## config.mk

```make
export PLATFORM = sky130hd
export DESIGN_NAME = dds_phase_gen
export DESIGN_NICKNAME = d
export VERILOG_FILES = /design/src/rtl/dds_pkg.sv /design/src/rtl/sine_quarter_rom.sv /design/src/rtl/dds_phase_gen.sv
export SDC_FILE = /design/constraint.sdc
export NUM_CORES = 1
export LEC_CHECK = 0
export ABC_AREA = 1
export BUFFER_PORTS_ARGS = -buffer_cell sky130_fd_sc_hd__buf_2
export CORE_MARGIN = 2
export CORE_UTILIZATION = 52
export DETAILED_ROUTE_END_ITERATION = 8
export PLACE_DENSITY = 0.73
export SLEW_MARGIN = 20
export SYNTH_ARGS = -nofsm -noshare
export SYNTH_HDL_FRONTEND = slang
export SYNTH_HIERARCHICAL = 1
export SYNTH_SLANG_ARGS = --single-unit
```

## constraint.sdc

```tcl
create_clock -name clk -period 2.2 [get_ports clk]
set_input_delay 0.11 -clock clk [delete_from_list [all_inputs] [get_ports clk]]
set_output_delay 0.11 -clock clk [all_outputs]
set_load 0.1 [all_outputs]
```

## src/rtl/dds_pkg.sv

```systemverilog
// Shared widths and quadrant encoding for the DDS phase/sine generator.
package dds_pkg;

  localparam int ACC_W_DEF  = 24;
  localparam int LUT_AW_DEF = 8;
  localparam int M_DEF      = 12;
  localparam int FRAME_DEF  = 15;
  localparam int PW_DEF     = LUT_AW_DEF + 2;

  // Top two phase bits select the quadrant: bit 0 mirrors the index, bit 1 negates.
  typedef enum logic [1:0] {
    QUAD_0 = 2'b00,
    QUAD_1 = 2'b01,
    QUAD_2 = 2'b10,
    QUAD_3 = 2'b11
  } quad_e;

  localparam int QUAD_MIRROR_BIT = 0;
  localparam int QUAD_SIGN_BIT   = 1;

endpackage

```

## src/rtl/sine_quarter_rom.sv

```systemverilog
// Combinational quarter-wave sine table, sampled at half-step offsets so the
// quadrant seams never repeat the zero or the peak.
module sine_quarter_rom #(
  parameter int LUT_AW = 8,
  parameter int M      = 12
) (
  input  logic [LUT_AW-1:0] addr,
  output logic [M-1:0]      mag
);

  localparam int  DEPTH = 2 ** LUT_AW;
  localparam real PI    = 3.14159265358979323846;

  function automatic logic [DEPTH*M-1:0] gen_rom();
    logic [DEPTH*M-1:0] t;
    real                ang;
    int                 v;
    t = '0;
    for (int i = 0; i < DEPTH; i++) begin
      ang = (PI / 2.0) * (real'(i) + 0.5) / real'(DEPTH);
      v   = int'(real'((2 ** M) - 1) * $sin(ang));
      t[i*M +: M] = v[M-1:0];
    end
    return t;
  endfunction

  localparam logic [DEPTH*M-1:0] ROM = gen_rom();

  assign mag = ROM[int'(addr)*M +: M];

endmodule

```

## src/rtl/dds_phase_gen.sv

```systemverilog
// Phase accumulator advanced once per frame, folded into a quarter-wave lookup
// that yields an unsigned magnitude plus a sign bit, held for the whole frame.
module dds_phase_gen
  import dds_pkg::*;
#(
  parameter int ACC_W  = ACC_W_DEF,
  parameter int LUT_AW = LUT_AW_DEF,
  parameter int M      = M_DEF,
  parameter int FRAME  = FRAME_DEF,
  localparam int PW    = LUT_AW + 2
) (
  input  logic             clk,
  input  logic             rst,
  input  logic             en,
  input  logic [ACC_W-1:0] ftw,
  input  logic             ftw_load,
  input  logic [PW-1:0]    phase_ofs,
  output logic [M-1:0]     sample,
  output logic             sample_neg,
  output logic             sample_strobe
);

  localparam int CNT_W = (FRAME > 1) ? $clog2(FRAME) : 1;

  if (FRAME < 3) begin : g_frame_chk
    $error("dds_phase_gen: FRAME must be at least 3");
  end

  logic [CNT_W-1:0]  r_cnt;
  logic [ACC_W-1:0]  r_ftw;
  logic [ACC_W-1:0]  r_acc;
  logic              r_tick_p0;
  logic [LUT_AW-1:0] r_addr_p1;
  logic              r_neg_p1;
  logic              r_v1_p1;
  logic [M-1:0]      r_sample_p2;
  logic              r_neg_p2;
  logic              r_strobe_p2;

  logic              w_tick;
  logic [PW-1:0]     w_phase;
  quad_e             w_quad;
  logic [LUT_AW-1:0] w_idx;
  logic [LUT_AW-1:0] w_addr;
  logic [M-1:0]      w_mag;

  assign w_tick = en && (r_cnt == CNT_W'(FRAME - 1));

  always_ff @(posedge clk or posedge rst) begin
    if (rst) begin
      r_cnt <= '0;
    end else if (en) begin
      r_cnt <= (r_cnt == CNT_W'(FRAME - 1)) ? '0 : r_cnt + CNT_W'(1);
    end
  end

  // A load coinciding with a tick still lets that tick use the previous word.
  always_ff @(posedge clk or posedge rst) begin
    if (rst) begin
      r_ftw     <= '0;
      r_acc     <= '0;
      r_tick_p0 <= 1'b0;
    end else begin
      if (ftw_load) r_ftw <= ftw;
      if (w_tick)   r_acc <= r_acc + r_ftw;
      r_tick_p0 <= w_tick;
    end
  end

  // Stage 1: offset the phase and fold it into a quarter-wave address.
  assign w_phase = r_acc[ACC_W-1 -: PW] + phase_ofs;
  assign w_quad  = quad_e'(w_phase[PW-1 -: 2]);
  assign w_idx   = w_phase[PW-3:0];
  assign w_addr  = w_quad[QUAD_MIRROR_BIT] ? ~w_idx : w_idx;

  always_ff @(posedge clk or posedge rst) begin
    if (rst) begin
      r_addr_p1 <= '0;
      r_neg_p1  <= 1'b0;
      r_v1_p1   <= 1'b0;
    end else begin
      if (r_tick_p0) begin
        r_addr_p1 <= w_addr;
        r_neg_p1  <= w_quad[QUAD_SIGN_BIT];
      end
      r_v1_p1 <= r_tick_p0;
    end
  end

  sine_quarter_rom #(
    .LUT_AW(LUT_AW),
    .M     (M)
  ) u_rom (
    .addr(r_addr_p1),
    .mag (w_mag)
  );

  // Stage 2: register the table output; held until the next strobe.
  always_ff @(posedge clk or posedge rst) begin
    if (rst) begin
      r_sample_p2 <= '0;
      r_neg_p2    <= 1'b0;
      r_strobe_p2 <= 1'b0;
    end else begin
      if (r_v1_p1) begin
        r_sample_p2 <= w_mag;
        r_neg_p2    <= r_neg_p1;
      end
      r_strobe_p2 <= r_v1_p1;
    end
  end

  assign sample        = r_sample_p2;
  assign sample_neg    = r_neg_p2;
  assign sample_strobe = r_strobe_p2;

endmodule

```

# Yosys cells after proc, flatten, opt, wreduce, memory -nomap -nowiden

Index checks and enable logic that the tools add are counted.

Bits in registers: 77
Logic and storage cells: 20

$add $sub $neg: 3
$mul: 1
Equal/unequal tests: 1
Shift operators: 1
Multiplexer cells: 2
Bitwise operators: 1
Reduce and logical (&&, ||, !) cells: 1

Operators by type and width:

| operator                                                       | count |
|---|---|
| indexed part select 3072 x 32 -> 12 bit (first input constant) | 1 |
| adder 24 bit                                                   | 1 |
| adder 10 bit                                                   | 1 |
| multiplier 8 x 2 -> 10 bit (second input constant)             | 1 |
| two-way mux 8 bit                                              | 1 |
| NOT 8 bit                                                      | 1 |
| adder 4 x 1 -> 4 bit (second input constant)                   | 1 |
| equality test 4 bit (second input constant)                    | 1 |
| two-way mux 4 bit                                              | 1 |
| logical AND 1 bit                                              | 1 |

# Logic depth before layout (Yosys ltp)

Gate-level depths: netlist (run 1).

Word-level depth: 3
Depth in mapped cells: 15

# Modules after synthesis

The synthesis (run 1) kept the hierarchy.

By module, submodules not included:

| module           | instances | cells an instance | area an instance (um^2) | sequential area each (um^2) |
|---|---|---|---|---|
| dds_phase_gen    | 1         | 687               | 5,153.7                 | 1,926.8 |
| sine_quarter_rom | 1         | 642               | 2,917.8                 | 0.0 |

# Worst setup path before layout (run 1)

Ideal clock, no wire load.

Path kind: reg-to-reg
From: register r_addr_p1[1]
To: register r_sample_p2[4], in the netlist sample[4]
Setup time: 125 ps
Data arrival time: 2,094 ps
Data required time: 2,075 ps
Path slack: -19 ps
Cell stages (with the launch flop): 13
Clock period less this slack: 2,219 ps
Cell sequence: dfrtp_1 inv_1 ha_1 inv_1 nand2_1 nand2_1 o21ai_0 nand2_1 nand2_1 nand3_1 nor2_1 nor2_1 mux2_2

Longest elaborated chain between the ends: 2

RTL lines:

| element                                 | line                   | text |
|---|---|---|
| start, declared                         | dds_phase_gen.sv:33    | `logic [LUT_AW-1:0] r_addr_p1;` |
| start signal, assigned                  | dds_phase_gen.sv:83    | `r_addr_p1 <= w_addr;` |
| multiplier 8 x 2 -> 10 bit              | sine_quarter_rom.sv:29 | `assign mag = ROM[int'(addr)*M +: M];` |
| indexed part select 3072 x 32 -> 12 bit | sine_quarter_rom.sv:29 |  |
| named net w_mag[4]                      | dds_phase_gen.sv:45    | `logic [M-1:0] w_mag;` |
| end signal, assigned                    | dds_phase_gen.sv:106   | `r_sample_p2 <= w_mag;` |
| end, declared                           | dds_phase_gen.sv:36    | `logic [M-1:0] r_sample_p2;` |

The timed path passes the listed nets, and every way through them passes these cells.
A chain may end at the register's enable or synchronous reset.

# Worst setup path in the final report (run 1)

From: register r_addr_p1[0]
To: register r_sample_p2[2], in the netlist sample[2]

Same word-level chain as after synthesis.

==> results of run 1 <==
-- cells in the mapped netlist, types with 6 or more instances --
| library cell | count |
|---|---|
| a21oi_1 | 54 |
| a31oi_1 | 6 |
| buf_2 | 33 |
| clkbuf_1 | 9 |
| dfrtp_1 | 77 |
| ha_1 | 47 |
| inv_1 | 135 |
| inv_2 | 11 |
| mux2_2 | 37 |
| nand2_1 | 511 |
| nand2_2 | 10 |
| nand3_1 | 156 |
| nand3b_1 | 9 |
| nand4_1 | 16 |
| nor2_1 | 96 |
| nor2_2 | 9 |
| nor3_1 | 8 |
| o211ai_1 | 8 |
| o21ai_0 | 46 |
| o21ai_1 | 10 |
| xnor2_1 | 10 |
-- what timing repair did --
action                                  4_1_cts  5_1_grt
endpoints found under the setup margin        1       21
cloned                                        0        1
endpoints found under the hold margin        36        1
buffers inserted                              0        6
gates resized for setup                       1       55
pin swaps                                     0        8
hold buffers                                 21        1
-- stage by stage --
stage	setup slack, ns	total power [mW]	area, µm²	hold WS [ns]	setup TNS, ns
finish	0.0450	18.5	9890	0.00895	0
floorplan	0.0613	11.2	8070	0.262	0
global placement	-0.00869	15.9	9110	0.0799	-0.0165
CTS	0.0103	17.6	9640	0.00487	0
global route	-0.0468	19.9	9890	0.0122	-0.186
detailed placement	-0.0102	15.8	9110	0.0837	-0.0102
-- sequential cells by signal (all words and copies together) (netlist names), 4 cells and up --
signal     flops
r_ftw         24
sample        12
r_cnt          4
r_addr_p1      8
r_acc         24
-- per-layer routing --
layer	share of wire (%)	global-route usage, %
met5	0	0
met4	6.0	20.8
met3	7.4	5.41
met2	48	64.5
met1	39	45.9
-- worst max-delay path: cells and delay by family (launching register included) --
family	cells	cell delay (ns)
adder cells (fa/ha/maj)	1	0.24
multiplexers	1	0.25
buffers and inverters	4	0.49
AO/OA/AOI/OAI	2	0.22
AND/OR/NAND/NOR	5	0.48
flip-flops	1	0.36
-- area by class of cell --
cell class	instances	area [µm²]	share of cell area, %
multi-input cells	1056	5490	55.6
flip-flops and latches	77	1930	19.5
repair buffers	176	1360	13.8
inverters	147	556	5.62
well taps	188	235	2.38
clock buffers	9	225	2.28
clock inverters	7	88.8	0.898
-- final timing paths --
path                                               start                     to  slack, ns  depth (start not counted)
worst max-delay path            r_addr_p1[0]$_DFFE_PP0P_  sample[2]$_DFFE_PP0P_       0.04                         13
worst max register to register  r_addr_p1[0]$_DFFE_PP0P_  sample[2]$_DFFE_PP0P_       0.04                         13
max in group asynchronous                            rst   r_acc[7]$_DFFE_PP0P_       1.23                          5
worst min-delay path                             ftw[11]  r_ftw[11]$_DFFE_PP0P_      0.009                          2
min in group asynchronous                            rst  sample[6]$_DFFE_PP0P_       0.25                          3
worst min register to register      r_acc[0]$_DFFE_PP0P_   r_acc[0]$_DFFE_PP0P_       0.49                          2
-- kinds of logic after synthesis --
kind of cell	share of synthesized area, %
AO/OA/AOI/OAI	8.62
XOR/XNOR	1.19
adder cells (fa/ha/maj)	7.78
buffers and inverters	9.95
flip-flops	23.9
multiplexers	5.16
AND/OR/NAND/NOR	43.4
-- power breakdown --
| part | switching (mW) | total, mW | internal (mW) |
|---|---|---|---|
| combinational | 9.45 | 14.5 | 5.03 |
| clock | 0.723 | 1.63 | 0.910 |
| sequential | 0.494 | 2.41 | 1.91 |
| total | 10.7 | 18.5 | 7.85 |
==> results.py, run 1 <==
metrics = {
    "final_layout": {
        "final_common_cell": "nand2_1",
        "nets": 1554,
        "syn2layout_area_growth_pct": 22.5,
        "final_util_pct": 65.0,
        "fill_cells": 1435,
        "layout_common_cells": "495 x nand2_1, 151 x nand3_1, 129 x inv_1",
        "final_cells": 1660,
        "antenna-diode-count": 0,
        "drive_gt1_share_pct": 20.0,
    },
    "routing": {
        "drc": 0,
        "avgViaCountPerCell": 5.74,
        "drtIter0Drc": 1022,
        "final_antenna_net_count": 0,
        "drt_pass1_iterations": 6,
        "wirelength_um": 30800,
        "vias": 9527,
        "drt-wirelength-per-cell_um": 18.6,
    },
    "floorplanning": {
        "core_area_mm2": 0.0152,
        "fp.dieW_um": 129,
        "start_util_pct": 53.1,
        "die_h_um": 129,
        "placementRows": 45,
        "io_pins": 52,
        "die_area_mm2": 0.0165,
    },
    "pwr": {
        "powerDensity_mw_per_mm2": 1870,
        "vdd_ir_drop_max_mv": 0.988,
        "p_leak_nw": 5.35,
    },
    "run_status": {
        "outcome": "complete, no violations",
    },
    "place": {
        "gp_congestion": 1.02,
        "dpl.hpwl_um": 23400,
        "placed_cells": 1615,
        "port_buffers": 51,
    },
    "critical_path": {
        "worstSetupPathType": "reg -> reg",
        "crit_path_frequent_cell": "nand2_1",
        "crit_path_top_delay_cell": "dfrtp_1",
        "crit_chain": "buf_4 > ha_2 > nand2_1 > buf_12 > nand3_1 > nand2_1 > inv_1 > a21oi_1 > a21oi_2 > nand2_1 > nand2_1 > inv_1 > mux2_2",
        "arrival_ns": 2.40,
        "critPathLaunchType": "flip-flop",
        "cp.required_ns": 2.45,
        "cp_slowest_stage_delay_ns": 0.36,
        "cp_max_fo": 10,
        "cp-end-kind": "flip-flop",
    },
    "synthesis": {
        "synth-seq-area-share_pct": 23.9,
        "yosys_warnings": 6,
        "yosysTopAreaCellShare_pct": 23.9,
        "synth.avg_cell_area_um2": 6.07,
        "synth_area_mm2": 0.00807,
        "synth_area_leaders": "dfrtp_1 24%, nand2_1 24%, nand3_1 9.7%",
        "async_flop_share_pct": 100,
        "ys.flop_type": "dfrtp_1",
        "yosys.area.top_type": "dfrtp_1",
        "synth_edf_count": 0,
        "ys_ff_latch": 77,
        "ys_types": 39,
        "syn_inst": 1329,
        "synth_fp_nets": 1416,
    },
    "worst_hold_path": {
        "hp-class": "in -> reg",
    },
    "clock_network": {
        "cts_tree": "yes",
        "htreeDepth": 3,
        "cts_inserted_buffers": 9,
        "root_buffer": "clkbuf_16",
        "clock_latency_ns": 0.36,
        "cts_num_sinks": 77,
        "path_clk_slew_ns": 0.07,
        "cts_buffer_depth": 2,
    },
    "global_route": {
        "grt_pass1_vias": 9128,
        "overflow": 0,
        "grtUsageTotal_pct": 37.7,
        "grt_max_degree": 63,
        "grt_pass1_wl_um": 48000,
        "antenna_found_initial": 0,
    },
    "run": {
        "cap_violations": 0,
    },
    "sta": {
        "fmax_mhz": 464,
        "maxSlewViolCount": 0,
        "finalHoldViolations": 0,
        "fin_crit_sh_pct": 98.0,
        "skew_ns": 0.0136,
        "tightest_slew_ns": 0.737,
        "rsz0062_at_grt": "true",
        "min_period_ns": 2.16,
        "setup_violations": 0,
        "relSlewSlack_pct": 50.8,
    },
}
(Power assumes the default switching activity.)
==> inputs of run 2 (changes only) <==
--- a/config.mk
+++ b/config.mk
@@ -6,7 +6,9 @@
 export NUM_CORES = 1
 export LEC_CHECK = 0
 export ABC_AREA = 1
+export ABC_CLOCK_PERIOD_IN_PS = 2200
 export BUFFER_PORTS_ARGS = -buffer_cell sky130_fd_sc_hd__buf_2
+export CORE_ASPECT_RATIO = 0.75
 export CORE_MARGIN = 2
 export CORE_UTILIZATION = 52
 export DETAILED_ROUTE_END_ITERATION = 8
==> run 2 against run 1 <==
- final area decreased by 1.4%
- fmax decreased by 1.1%
- largest cell class unchanged
- highest routed layer unchanged
- die area barely moved
- sequential share of layout area rose by 0.27 points
==> results.py, run 2 (same netlist as run 1, synthesis figures left out) <==
metrics = {
    "run_status": {
        "outcome": "complete, no violations",
    },
    "critical_path": {
        "rr_endpoint": "sample[6]$_DFFE_PP0P_",
        "critPathLaunchType": "flip-flop",
        "r2r_cells": 11,
        "crit_path_frequent_cell": "nand2_1",
        "cp_slowest_stage_delay_ns": 0.36,
        "worstSetupPathType": "reg -> reg",
        "cp.required_ns": 2.43,
        "crit_path_top_delay_cell": "dfrtp_1",
        "cp-startpoint": "r_addr_p1[1]$_DFFE_PP0P_",
        "arrival_ns": 2.41,
        "cp-endpoint": "sample[6]$_DFFE_PP0P_",
        "r2r_slack_ns": 0.02,
        "crit_chain": "buf_4 > ha_2 > nand2_1 > buf_4 > nand2_1 > a21oi_1 > nor3_1 > nand2_1 > nand2_1 > nand2_1 > mux2_2",
        "cp_max_fo": 11,
        "cp-end-kind": "flip-flop",
        "rr_startpoint": "r_addr_p1[1]$_DFFE_PP0P_",
    },
    "routing": {
        "drt_pass1_iterations": 5,
        "drtIter0Drc": 1294,
        "vias": 9463,
        "drt-wirelength-per-cell_um": 18.3,
        "final_antenna_net_count": 0,
        "drc": 0,
        "wirelength_um": 30500,
        "avgViaCountPerCell": 5.69,
    },
    "floorplanning": {
        "start_util_pct": 53.0,
        "placementRows": 39,
        "io_pins": 52,
        "fp.dieW_um": 148,
        "die_h_um": 112,
        "die_area_mm2": 0.0165,
        "core_area_mm2": 0.0152,
    },
    "clock_network": {
        "cts_num_sinks": 77,
        "root_buffer": "clkbuf_16",
        "cts_buffer_depth": 2,
        "cts_tree": "yes",
        "htreeDepth": 3,
        "cts_inserted_buffers": 9,
        "path_clk_slew_ns": 0.06,
        "clock_latency_ns": 0.35,
    },
    "sta": {
        "relSlewSlack_pct": 59.3,
        "setup_violations": 0,
        "fmax_mhz": 459,
        "min_period_ns": 2.18,
        "fin_crit_sh_pct": 99.1,
        "maxSlewViolCount": 0,
        "rsz0062_at_grt": "true",
        "skew_ns": 0.0147,
        "tightest_slew_ns": 0.611,
        "finalHoldViolations": 0,
        "setup_slack_ns": 0.0202,
    },
    "final_layout": {
        "layout_common_cells": "498 x nand2_1, 146 x nand3_1, 130 x inv_1",
        "fill_cells": 1455,
        "syn2layout_area_growth_pct": 20.8,
        "final_common_cell": "nand2_1",
        "antenna-diode-count": 0,
        "nets": 1541,
        "final_cells": 1664,
        "drive_gt1_share_pct": 19.5,
        "final_util_pct": 64.1,
    },
    "global_route": {
        "antenna_found_initial": 0,
        "grt_max_degree": 68,
        "met1_usage_pct": 57.3,
        "overflow": 0,
        "busiest_layer": "met1",
        "grt_use_met3_pct": 15.8,
        "grtUsageTotal_pct": 37.0,
        "grt_pass1_vias": 8691,
        "grt_pass1_wl_um": 47500,
        "grtUsageMet2_pct": 47.8,
    },
    "place": {
        "dpl.hpwl_um": 23500,
        "port_buffers": 51,
        "placed_cells": 1625,
        "gp_congestion": 1.11,
        "place_ws_ns": -0.105,
    },
    "run": {
        "cap_violations": 0,
    },
    "worst_hold_path": {
        "hp-class": "in -> reg",
    },
}
## run 2: changes by cell type in the layout (fill, tap and decap cells not counted), moves of 4 or more
cell     change
nand3_2      +5
nand3_1      -5
o21ai_1      +4
buf_4        -8
o21ai_0      -4
## run 2: layout make-up
type / instances / area (µm²) / share of cell area (%)
clock inverters: 5 / 33.8 / 0.346
flip-flops and latches: 77 / 1930 / 19.8
inverters: 147 / 556 / 5.70
well taps: 205 / 256 / 2.63
clock buffers: 11 / 243 / 2.49
repair buffers: 163 / 1220 / 12.5
multi-input cells: 1056 / 5510 / 56.5
## run 2: per-layer routing
layer  vias to the layer above  routed length [µm]
li1                       4522                   -
met1                      4323               14000
met2                       578               11500
met3                        40                4630
met4                         0                 361
met5                         -                   0
## run 2: timing repair
item                       in CTS  in global routing
hold endpoints to repair       46                  0
gates resized for setup         7                 56
pin swaps                       0                  7
gates cloned                    0                  0
setup buffers                   1                  1
setup endpoints to repair       7                 20
hold buffers                   21                  0
## run 2: how the worst min path moves through the flow
stage / from / endpoint / slack (ns) / cells past startpoint
floorplan: ftw[0] / r_ftw[0]$_DFFE_PP0P_ / 0.26 / 1
global placement: rst / r_acc[20]$_DFFE_PP0P_ / 0.15 / 2
detailed placement: rst / r_acc[20]$_DFFE_PP0P_ / 0.16 / 2
CTS: ftw[18] / r_ftw[18]$_DFFE_PP0P_ / 0.001 / 2
global route: ftw[18] / r_ftw[18]$_DFFE_PP0P_ / 0.0002 / 2
finish: ftw[18] / r_ftw[18]$_DFFE_PP0P_ / 0.003 / 2
## run 2: worst max-delay path: cells and delay by family (launching register included)
kind / cells / cell delay, ns
AOI/OAI and AO/OA: 1 / 0.10
adders and majority gates: 1 / 0.23
muxes: 1 / 0.26
DFF: 1 / 0.36
and+or+nand+nor: 6 / 0.70
buffers and inverters: 2 / 0.41
## run 2: through the flow
step / area (µm²) / TNS [ns] / hold slack (ns)
after CTS: 9580 / 0 / 0.00148
final: 9750 / 0 / 0.00269
after floorplan: 8070 / 0 / 0.262
after global placement: 9060 / -0.343 / 0.147
after detailed placement: 9060 / -0.232 / 0.160
after global routing: 9750 / -0.309 / 0.000213
Power of run 2 is not shown: default switching activity piles up to over one toggle a cycle in this logic, so the estimate is an artifact.
==> inputs of run 3 (changes only) <==
--- a/config.mk
+++ b/config.mk
@@ -12,7 +12,7 @@
 export CORE_MARGIN = 2
 export CORE_UTILIZATION = 52
 export DETAILED_ROUTE_END_ITERATION = 8
-export PLACE_DENSITY = 0.73
+export PLACE_DENSITY = 0.74
 export SLEW_MARGIN = 20
 export SYNTH_ARGS = -nofsm -noshare
 export SYNTH_HDL_FRONTEND = slang
==> run 3 against run 2 <==
- largest cell class unchanged
- clock skew fell by 0.0012 ns
- core utilization rose by 3.1 points
- flip-flop and latch count did not move
==> results.py, run 3 (same netlist as run 1, synthesis figures left out) <==
metrics = {
    "run_status": {
        "outcome": "complete, no violations",
    },
    "floorplanning": {
        "die_area_mm2": 0.0165,
        "core_area_mm2": 0.0152,
        "fp.dieW_um": 148,
        "die_h_um": 112,
        "io_pins": 52,
        "start_util_pct": 53.0,
        "placementRows": 39,
    },
    "routing": {
        "drtIter0Drc": 1385,
        "final_antenna_net_count": 0,
        "drt_pass1_iterations": 9,
        "drc": 0,
        "vias": 9862,
        "avgViaCountPerCell": 5.85,
        "wirelength_um": 31700,
        "drt-wirelength-per-cell_um": 18.8,
    },
    "sta": {
        "maxSlewViolCount": 0,
        "fmax_mhz": 456,
        "fin_crit_sh_pct": 99.7,
        "tightest_slew_ns": 0.668,
        "skew_ns": 0.0135,
        "setup_slack_ns": 0.00710,
        "min_period_ns": 2.19,
        "finalHoldViolations": 0,
        "relSlewSlack_pct": 55.5,
        "finalSetupTns_ns": 0,
        "rsz0062_at_grt": "true",
        "setup_violations": 0,
        "holdWs_ns": 0.00857,
    },
    "clock_network": {
        "clock_latency_ns": 0.36,
        "htreeDepth": 3,
        "cts_inserted_buffers": 9,
        "cts_tree": "yes",
        "cts_buffer_depth": 2,
        "root_buffer": "clkbuf_16",
        "cts_num_sinks": 77,
        "path_clk_slew_ns": 0.06,
    },
    "critical_path": {
        "critPathLaunchType": "flip-flop",
        "cp_max_fo": 9,
        "cp-end-kind": "flip-flop",
        "arrival_ns": 2.43,
        "cp.required_ns": 2.43,
        "worstSetupPathType": "reg -> reg",
    },
    "final_layout": {
        "fill_cells": 1354,
        "regArea_mm2": 0.00193,
        "layout_common_cells": "482 x nand2_1, 136 x nand3_1, 126 x inv_1",
        "syn2layout_area_growth_pct": 26.7,
        "drive_gt1_share_pct": 23.8,
        "nets": 1563,
        "multi_input_area_mm2": 0.00575,
        "final_common_cell": "nand2_1",
        "antenna-diode-count": 0,
        "postLayoutCellArea_mm2": 0.0102,
    },
    "global_route": {
        "grt_pass1_wl_um": 48400,
        "grtUsageTotal_pct": 38.0,
        "antenna_found_initial": 1,
        "grt_pass1_vias": 8803,
        "overflow": 0,
        "grt_max_degree": 45,
    },
    "run": {
        "cap_violations": 0,
    },
    "place": {
        "dpl.hpwl_um": 24000,
        "port_buffers": 51,
        "place_ws_ns": -0.116,
        "placed_area_mm2": 0.00915,
        "gp_congestion": 1.08,
    },
    "worst_hold_path": {
        "hp-class": "in -> reg",
    },
}
-- run 3: layout make-up --
class	count	share of cell area [%]
Clock buffer	11	2.28
Timing Repair Buffer	185	14.3
Sequential cell	77	18.9
Clock inverter	5	0.343
Tap cell	205	2.51
Multi-Input combinational cell	1056	56.2
Inverter	147	5.52
-- run 3: path summary, 6_finish.rpt --
path,start,to,slack [ns],cells past startpoint
worst min register to register,r_acc[0]$_DFFE_PP0P_,r_acc[0]$_DFFE_PP0P_,0.48,2
min in group asynchronous,rst,r_ftw[20]$_DFFE_PP0P_,0.35,3
worst min-delay path,ftw[9],r_ftw[9]$_DFFE_PP0P_,0.009,2
worst max-delay path,r_addr_p1[2]$_DFFE_PP0P_,sample[5]$_DFFE_PP0P_,0.007,13
worst max register to register,r_addr_p1[2]$_DFFE_PP0P_,sample[5]$_DFFE_PP0P_,0.007,13
max in group asynchronous,rst,r_acc[3]$_DFFE_PP0P_,1.23,4
-- run 3: repair_timing --
action	4_1_cts	5_1_grt
setup buffers	1	11
gates resized for setup	14	129
hold buffers	21	0
gates cloned	0	1
setup endpoints to repair	8	19
pin swaps	1	37
hold endpoints to repair	53	0
-- run 3: routing by layer --
layer | vias to the layer above | wire length, µm | global-route usage (%)
met4 | 0 | 903 | 9.02
met3 | 109 | 4430 | 13.4
met1 | 4487 | 14000 | 57.5
met5 | - | 0 | 0
li1 | 4566 | - | -
met2 | 700 | 12400 | 51.1
-- run 3: stage by stage --
step | utilization, % | std cells
2_1_floorplan | - | 1329
3_3_place_gp | 60.1 | 1636
3_5_place_dp | 60.1 | 1636
4_1_cts | 63.6 | 1674
5_1_grt | 67.2 | 1686
6_report | 67.2 | 1686
-- run 3: critical path: stages, from the launching register on --
cell      delay, ns
dfrtp_2        0.49
clkinv_4       0.13
buf_12         0.17
ha_4           0.22
inv_1          0.09
a21oi_2        0.08
buf_4          0.14
nand2_1        0.05
nand2_1        0.07
nand2_1        0.09
nand2_2        0.07
nor2_4         0.14
nor2_1         0.07
mux2_2         0.25
Power of run 3 is left out for the same reason.
